**config.mk**
```make
export PLATFORM = sky130hd
export DESIGN_NAME = dtree_feature_loader_flat
export DESIGN_NICKNAME = d
export VERILOG_FILES = /design/src/rtl/dtree_feature_loader_if.sv /design/src/rtl/dtree_feature_loader.sv /design/src/flat_wrapper.sv
export SDC_FILE = /design/constraint.sdc
export NUM_CORES = 1
export LEC_CHECK = 0
export CORE_MARGIN = 2
export CORE_UTILIZATION = 44
export CTS_CLUSTER_DIAMETER = 40
export DETAILED_ROUTE_END_ITERATION = 16
export PLACE_DENSITY = 0.76
export SYNTH_ARGS = -nofsm -noshare
export SYNTH_HDL_FRONTEND = slang
export SYNTH_SLANG_ARGS = --single-unit
```
**constraint.sdc**
```tcl
create_clock -name clk -period 1.7 [get_ports clk]
set_input_delay 0.34 -clock clk [delete_from_list [all_inputs] [get_ports clk]]
set_output_delay 0.34 -clock clk [all_outputs]
set_load 0.01 [all_outputs]
```
**src/rtl/dtree_feature_loader_if.sv**
```systemverilog
// rtl/dtree_feature_loader_if.sv - feature byte stream and class result handshake bundle (m_err present with DTREE_LOADER_CLASS_CHECK_EN)
interface dtree_feature_loader_if;
    logic       s_valid;
    logic [7:0] s_data;
    logic       s_ready;
    logic       m_valid;
    logic [3:0] m_class;
    logic       m_ready;
`ifdef DTREE_LOADER_CLASS_CHECK_EN
    logic       m_err;

    modport master (
        output s_valid, s_data, m_ready,
        input  s_ready, m_valid, m_class, m_err
    );

    modport slave (
        input  s_valid, s_data, m_ready,
        output s_ready, m_valid, m_class, m_err
    );
`else
    modport master (
        output s_valid, s_data, m_ready,
        input  s_ready, m_valid, m_class
    );

    modport slave (
        input  s_valid, s_data, m_ready,
        output s_ready, m_valid, m_class
    );
`endif
endinterface

```
**src/rtl/dtree_feature_loader.sv**
```systemverilog
// rtl/dtree_feature_loader.sv - loads NFEAT feature bytes, waits for the classifier to settle, holds the class result (optional m_err via DTREE_LOADER_CLASS_CHECK_EN)
module dtree_feature_loader #(
    parameter int NFEAT  = 16,
    parameter int SETTLE = 2
) (
    input  logic                 clk,
    input  logic                 rst_n,
    input  logic                 flush,
    dtree_feature_loader_if.slave bus,
    output logic [NFEAT*8-1:0]   feat_vec,
    input  logic [3:0]           cls_in
);

    localparam int              IDX_W    = (NFEAT > 1) ? $clog2(NFEAT) : 1;
    localparam logic [IDX_W-1:0] LAST_IDX = IDX_W'(NFEAT - 1);
    localparam logic [3:0]      CNT_INIT = 4'(SETTLE - 1);

    typedef enum logic [1:0] {
        ST_LOAD   = 2'd0,
        ST_SETTLE = 2'd1,
        ST_HOLD   = 2'd2
    } state_t;

    state_t             r_state;
    state_t             w_next;
    logic [IDX_W-1:0]   r_idx;
    logic [3:0]         r_cnt;
    logic               r_smp;
    logic [NFEAT*8-1:0] r_feat;
    logic [3:0]         r_class;
    logic               r_valid;
    logic               r_err;

    logic               w_s_fire;
    logic               w_m_fire;
    logic               w_last;

    assign w_s_fire = bus.s_valid && (r_state == ST_LOAD);
    assign w_m_fire = r_valid && bus.m_ready;
    assign w_last   = (r_idx == LAST_IDX);

    assign bus.s_ready = (r_state == ST_LOAD);
    assign bus.m_valid = r_valid;
    assign bus.m_class = r_class;
    assign feat_vec    = r_feat;

`ifdef DTREE_LOADER_CLASS_CHECK_EN
    assign bus.m_err = r_err;
`endif

    // State register
    always_ff @(posedge clk or negedge rst_n) begin
        if (!rst_n) begin
            r_state <= ST_LOAD;
        end else begin
            r_state <= w_next;
        end
    end

    // Next-state logic; flush overrides every transition
    always_comb begin
        w_next = r_state;
        if (flush) begin
            w_next = ST_LOAD;
        end else begin
            case (r_state)
                ST_LOAD:   if (w_s_fire && w_last) w_next = ST_SETTLE;
                ST_SETTLE: if (r_smp)              w_next = ST_HOLD;
                ST_HOLD:   if (w_m_fire)           w_next = ST_LOAD;
                default:                           w_next = ST_LOAD;
            endcase
        end
    end

    // Feature capture, settle countdown and result registers.
    // The count runs SETTLE-1 down to 0; r_smp marks the cycle after the
    // count has reached zero, and cls_in is sampled on that edge.
    always_ff @(posedge clk or negedge rst_n) begin
        if (!rst_n) begin
            r_idx   <= '0;
            r_cnt   <= '0;
            r_smp   <= 1'b0;
            r_feat  <= '0;
            r_class <= '0;
            r_valid <= 1'b0;
            r_err   <= 1'b0;
        end else if (flush) begin
            r_idx   <= '0;
            r_cnt   <= '0;
            r_smp   <= 1'b0;
            r_valid <= 1'b0;
        end else begin
            if (w_s_fire) begin
                for (int i = 0; i < NFEAT; i++) begin
                    if (r_idx == IDX_W'(i)) begin
                        r_feat[8*i +: 8] <= bus.s_data;
                    end
                end
                if (w_last) begin
                    r_idx <= '0;
                    r_cnt <= CNT_INIT;
                    r_smp <= 1'b0;
                end else begin
                    r_idx <= r_idx + 1'b1;
                end
            end

            if (r_state == ST_SETTLE) begin
                if (r_smp) begin
                    r_class <= cls_in;
                    r_err   <= (cls_in > 4'd9);
                    r_valid <= 1'b1;
                    r_smp   <= 1'b0;
                end else if (r_cnt == 4'd0) begin
                    r_smp <= 1'b1;
                end else begin
                    r_cnt <= r_cnt - 1'b1;
                end
            end

            if ((r_state == ST_HOLD) && w_m_fire) begin
                r_valid <= 1'b0;
            end
        end
    end

`ifndef DTREE_LOADER_CLASS_CHECK_EN
    logic w_unused;
    assign w_unused = r_err;
`endif

endmodule

```
**src/flat_wrapper.sv**
```systemverilog
// flat-port wrapper written by rule: the top's interface ports become plain ports
module dtree_feature_loader_flat 
#(
    parameter int NFEAT  = 16,
    parameter int SETTLE = 2
)
  (clk, rst_n, flush, feat_vec, cls_in, bus_s_valid, bus_s_data, bus_m_ready, bus_s_ready, bus_m_valid, bus_m_class);
  dtree_feature_loader_if bus_i ();
  input  logic clk;
  input  logic rst_n;
  input  logic flush;
  output logic [NFEAT*8-1:0] feat_vec;
  input  logic [3:0] cls_in;
  input wire logic [$bits(bus_i.s_valid)-1:0] bus_s_valid;
  input wire logic [$bits(bus_i.s_data)-1:0] bus_s_data;
  input wire logic [$bits(bus_i.m_ready)-1:0] bus_m_ready;
  output wire logic [$bits(bus_i.s_ready)-1:0] bus_s_ready;
  output wire logic [$bits(bus_i.m_valid)-1:0] bus_m_valid;
  output wire logic [$bits(bus_i.m_class)-1:0] bus_m_class;
  assign bus_i.s_valid = bus_s_valid;
  assign bus_i.s_data = bus_s_data;
  assign bus_i.m_ready = bus_m_ready;
  assign bus_s_ready = bus_i.s_ready;
  assign bus_m_valid = bus_i.m_valid;
  assign bus_m_class = bus_i.m_class;
  dtree_feature_loader #(.NFEAT(NFEAT), .SETTLE(SETTLE)) u_core (.clk(clk), .rst_n(rst_n), .flush(flush), .bus(bus_i), .feat_vec(feat_vec), .cls_in(cls_in));
endmodule
```
; ---- After elaboration in Yosys (flattened, before gate mapping)
; Cells that the tools add are included.
[totals]
regBits = 144
output_inout_bits = 134
[classes]
addsub = 2
eq_ne = 20
muxes = 24
bitwise = 1
reduce_logical = 29
[ops]
columns = op, n
row1 = 3-bit AND reduction, 18
row2 = 4-bit two-way mux, 9
row3 = "4-bit equality test, second input constant", 8
row4 = "4-bit by 3-bit equality test with 1-bit output, second input constant", 4
row5 = 1-bit two-way mux, 10
row6 = "3-bit by 2-bit != test with 1-bit output, second input constant", 3
row7 = "4-bit by 2-bit equality test with 1-bit output, second input constant", 2
row8 = 4-bit logical NOT, 2
row9 = 2-bit two-way mux, 4
row10 = 2-bit one-hot mux with 3 select lines, 1
row11 = 3-bit nonzero test, 2
row12 = "4-bit by 1-bit adder with 4-bit output, second input constant", 1
row13 = "4-bit by 1-bit equality test with 1-bit output, second input constant", 1
row14 = 1-bit logical AND, 4
row15 = "4-bit by 1-bit subtractor with 4-bit output, second input constant", 1
row16 = "2-bit by 1-bit equality test with 1-bit output, second input constant", 1
row17 = "2-bit equality test, second input constant", 1
row18 = 2-bit logical NOT, 1
row19 = 2-bit AND reduction, 1
row20 = 2-bit nonzero test, 1
row21 = 1-bit inverter, 1

; ---- Longest topological paths before layout
[logic_depth]
ltp_word = 7
depth_mapped = 5
depth_no_buf = 5

; ---- Worst setup path before layout
; OpenSTA, ideal clock, no wires.
[synth_timing]
path_kind = register to register
from = register u_core.r_state[0]
to = register u_core.r_feat[100], in the netlist u_core.feat_vec[100]
setup_time_ns = 0.125
t_arrival_ns = 1.635
t_required_ns = 1.575
path_slack_ns = -0.059
stages_incl_launch_ff = 5
period_less_slack_ns = 1.759
cell_sequence = dfrtp_1 > or3b_1 > buf_4 > nor3_4 > mux2_2
[synth_via]
elab_chain_cells = 3
[synth_rtl]
columns = item, line_no
row1 = "start, declared", dtree_feature_loader.sv:24  ; state_t r_state;
row2 = "start signal, assigned", dtree_feature_loader.sv:56  ; r_state <= w_next;
row3 = 2-bit logical NOT, dtree_feature_loader.sv:38  ; assign w_s_fire = bus.s_valid && (r_state == ST_LOAD);
row4 = 1-bit logical AND, dtree_feature_loader.sv:38
row5 = 3-bit AND reduction (no source line), -
row6 = "end signal, assigned by index", dtree_feature_loader.sv:96  ; r_feat[8*i +: 8] <= bus.s_data;
row7 = "end, declared", dtree_feature_loader.sv:29  ; logic [NFEAT*8-1:0] r_feat;
; No other way between the ends.
; A chain may end at the register's enable or synchronous reset.

; ---- Final worst setup path
[layout_timing]
from = register u_core.r_feat[107], in the netlist u_core.feat_vec[107]
to = output port feat_vec[107]
[layout_lines]
columns = item, line_no
row1 = "end, declared", flat_wrapper.sv:12  ; output logic [NFEAT*8-1:0] feat_vec;
; No word-level cell between the ends.

==> key figures <==
Place
  • Placer Congestion: 0.859
  • Pre-CTS setup slack: -0.495 ns
  • Placed cell count: 732
  • Dpl hpwl: 9980 um
  • Port Buffers: 150

Die
  • Die Span Y: 118 um
  • Core region area: 0.0127 sq mm
  • Die area: 0.0140 sq mm
  • Cell row count: 41
  • Initial Util: 45.3%
  • IO Pins: 151
  • Die width: 118 um

Final layout
  • Layout cells sized above 1: 39.2%
  • Diode count: 0
  • Area delta synth->final: 51.4%
  • Non-Filler Instances: 769
  • Final nets: 606

Worst setup path
  • Required time of the critical path: 1.36 ns
  • Cells on worst reg2reg path: 4
  • Slowest stage delay, CP: 0.56 ns
  • Worst path bufs/invs: 1
  • Worst-path fanout max: 2
  • R2r setup slk: 0.03 ns
  • RR Startpoint: u_core.r_state[1]
  • Startpoint type of the worst setup path: register
  • Worst reg2reg path endpoint: u_core.r_cnt[1]
  • Arrival time at the worst endpoint: 1.34 ns
  • CP delay by family, top: buffers and inverters
  • CP max-delay cell: clkdlybuf4s50_1
  • Critical path type: register to output port
  • Critical Path Sink Type: output port
  • Worst path cell trace: clkdlybuf4s50_1

Timing
  • RSZ-0062 raised after global routing: yes
  • Final Cycle Share: 98.9%
  • Skew final: 0.00947 ns
  • Hold Violations, Final: 0
  • Final-report setup violation count: 0
  • Worst hold slack: 0.437 ns
  • Worst slew margin: 69.7%
  • Measured slew at the worst slew-check pin: 0.454 ns
  • Final setup margin: 0.0188 ns
  • TNS Setup: 0 ns
  • Fin. max-slew vios: 0
  • Fmax: 595 MHz
  • Final worst path period need: 1.68 ns

Status
  • Status: complete, no violations

Clocking
  • Clock sinks: 144
  • CTS buffer count: 17
  • H-Tree Depth: 4
  • Clk slew on worst S/H paths: 0.06 ns
  • Worst-skew pair later-pin latency: 0.41 ns
  • CTS Root Cell: clkbuf_16
  • CTS tree: built
  • Longest Clk Path Bufs: 2

Synthesis
  • Synth Flop Type: dfrtp_1
  • Synthesized cell area: 0.00573 sq mm
  • Number of synthesized register bits: 144
  • Sequential element share of the synthesized area: 62.8%
  • Synth Area per Inst: 15.1 sq um
  • Mapped Cells: 379
  • Net Count, Synth: 401
  • Library cells used by synthesis: 33
  • YS warnings: 0
  • Post-synth ARST share: 100%
  • Number of synthesized flops with an enable pin: 0

Drt
  • DRT Pass-1 Iters: 4
  • Post-DRT Antenna Nets: 0
  • Detailed-route DRC error count: 0
  • Avg WL per Cell: 19.4 um
  • Vias after detailed routing: 3926
  • DR vias/cell: 5.11
  • Routed WL: 14900 um
  • Iter 0 DRT Violations: 166

Power and ir drop
  • Lkg Pwr: 0.00455 uW
  • Total power: 8590 uW
  • PwrDens: 990 mW/mm^2
  • VDD IR max: 0.952 mV

GRT
  • Largest net degree at the start of global routing: 47
  • GR Util All Layers: 21.7%
  • Total gr overflow: 0
  • Vias in the first global route: 4187
  • Initial antenna violation count: 0
  • First-pass GRT wire length: 23200 um

Flow run
  • Maxcap violations: 0

Min path
  • Hold WC Path Type: primary input to async pin
## what timing repair did
item / CTS / global route
buffers inserted: 0 / 3
gates resized for setup: 12 / 71
cloned: 0 / 1
pin swaps: 3 / 3
endpoints found under the setup margin: 34 / 157
endpoints found under the hold margin: 41 / 0
hold buffers: 1 / 0
## cell usage after synthesis, types with 2 or more instances
library cell | n | area, sq um
nand3b_1 | 2 | 15.0
or3b_1 | 2 | 17.5
mux2_2 | 132 | 1490
o21ai_0 | 2 | 10.0
o221ai_1 | 3 | 26.3
inv_1 | 9 | 33.8
ha_1 | 5 | 62.6
nor2_1 | 2 | 7.51
nor3b_1 | 5 | 37.5
nand2_1 | 13 | 48.8
clkbuf_1 | 11 | 41.3
or3_1 | 2 | 12.5
buf_2 | 3 | 15.0
nand3_1 | 15 | 75.1
o211ai_1 | 2 | 15.0
nor3_4 | 4 | 65.1
dfrtp_1 | 144 | 3600
a21oi_1 | 6 | 30.0
a31oi_1 | 3 | 18.8
## how the worst max path moves through the flow
| stage | startpoint | endpoint | slack (ns) | cells after the start |
|---|---|---|---|---|
| detailed placement | bus_s_valid | u_core.feat_vec[102] | -0.49 | 6 |
| floorplan | u_core.r_state[0] | u_core.feat_vec[100] | -0.05 | 4 |
| global placement | bus_s_valid | u_core.feat_vec[97] | -0.47 | 6 |
| finish | u_core.feat_vec[107] | feat_vec[107] | 0.02 | 1 |
| CTS | u_core.feat_vec[105] | feat_vec[105] | 0.001 | 1 |
| global route | u_core.r_state[0] | u_core.feat_vec[99] | -0.03 | 5 |
## cell families (layout without fill, tap and decap cells)
family | after synthesis | after routing | share of synthesized area, %
AND/OR/NAND/NOR | 53 | 53 | 6.00
flip-flops | 144 | 144 | 62.8
AO/OA/AOI/OAI | 17 | 17 | 1.94
adder cells (fa/ha/maj) | 5 | 5 | 1.09
multiplexers | 132 | 132 | 25.9
buffers and inverters | 27 | 245 | 2.05
XOR/XNOR | 1 | 1 | 0.153
## cell type report
class	count	area, sq um
clock buffers	22	464
clock inverters	10	111
fillers	891	3990
inverters	9	33.8
multi-input cells	208	2140
flip-flops and latches	144	3600
well taps	172	215
repair buffers	204	2110
## power by group
part	internal [uW]	total (uW)	leakage (uW)	switching (uW)
logic	689	1190	0.00232	500
registers	3680	3820	0.00195	140
clock network	2230	3580	0.000276	1350
## through the flow
step / util [%] / instance area, sq um
finish: 68.5 / 8680
floorplan: - / 5750
CTS: 66.6 / 8440
global placement: 61.9 / 7850
detailed placement: 61.9 / 7850
global route: 68.5 / 8680
## registers in the layout, indices dropped and copies added, names as in the netlist
signal / flops
u_core.bus.m_class: 4
u_core.bus.m_valid: 1
u_core.feat_vec: 128
u_core.r_cnt: 4
u_core.r_idx: 4
u_core.r_smp: 1
u_core.r_state: 2
## routing by layer
layer,wire length (um),up-vias,track usage (%)
li1,-,1765,-
met1,6050,2034,26.0
met2,7570,114,36.2
met3,1070,13,8.40
met4,196,0,6.55
met5,0,-,0
## worst register-to-register path: stages, from the launching register on
cell and delay, ns:
dfrtp_1 0.39, buf_4 0.18, or3b_4 0.40, or3_2 0.48, a21oi_2 0.14
## placed cells by master, fill, tap and decap left out, drive strengths merged, types with 5 or more instances in the layout
master / netlist / layout
inv: 9 / 9
buf: 6 / 54
dlymetal6s2s: 0 / 31
ha: 5 / 5
dfrtp: 144 / 144
nor3b: 5 / 5
mux2: 132 / 132
nand3: 15 / 15
clkdlybuf4s50: 0 / 111
nor3: 5 / 5
dlygate4sd2: 0 / 6
clkinv: 0 / 5
nand2: 13 / 13
a21oi: 6 / 6
clkbuf: 12 / 23
No activity file was read; power rests on OpenSTA's default activity.
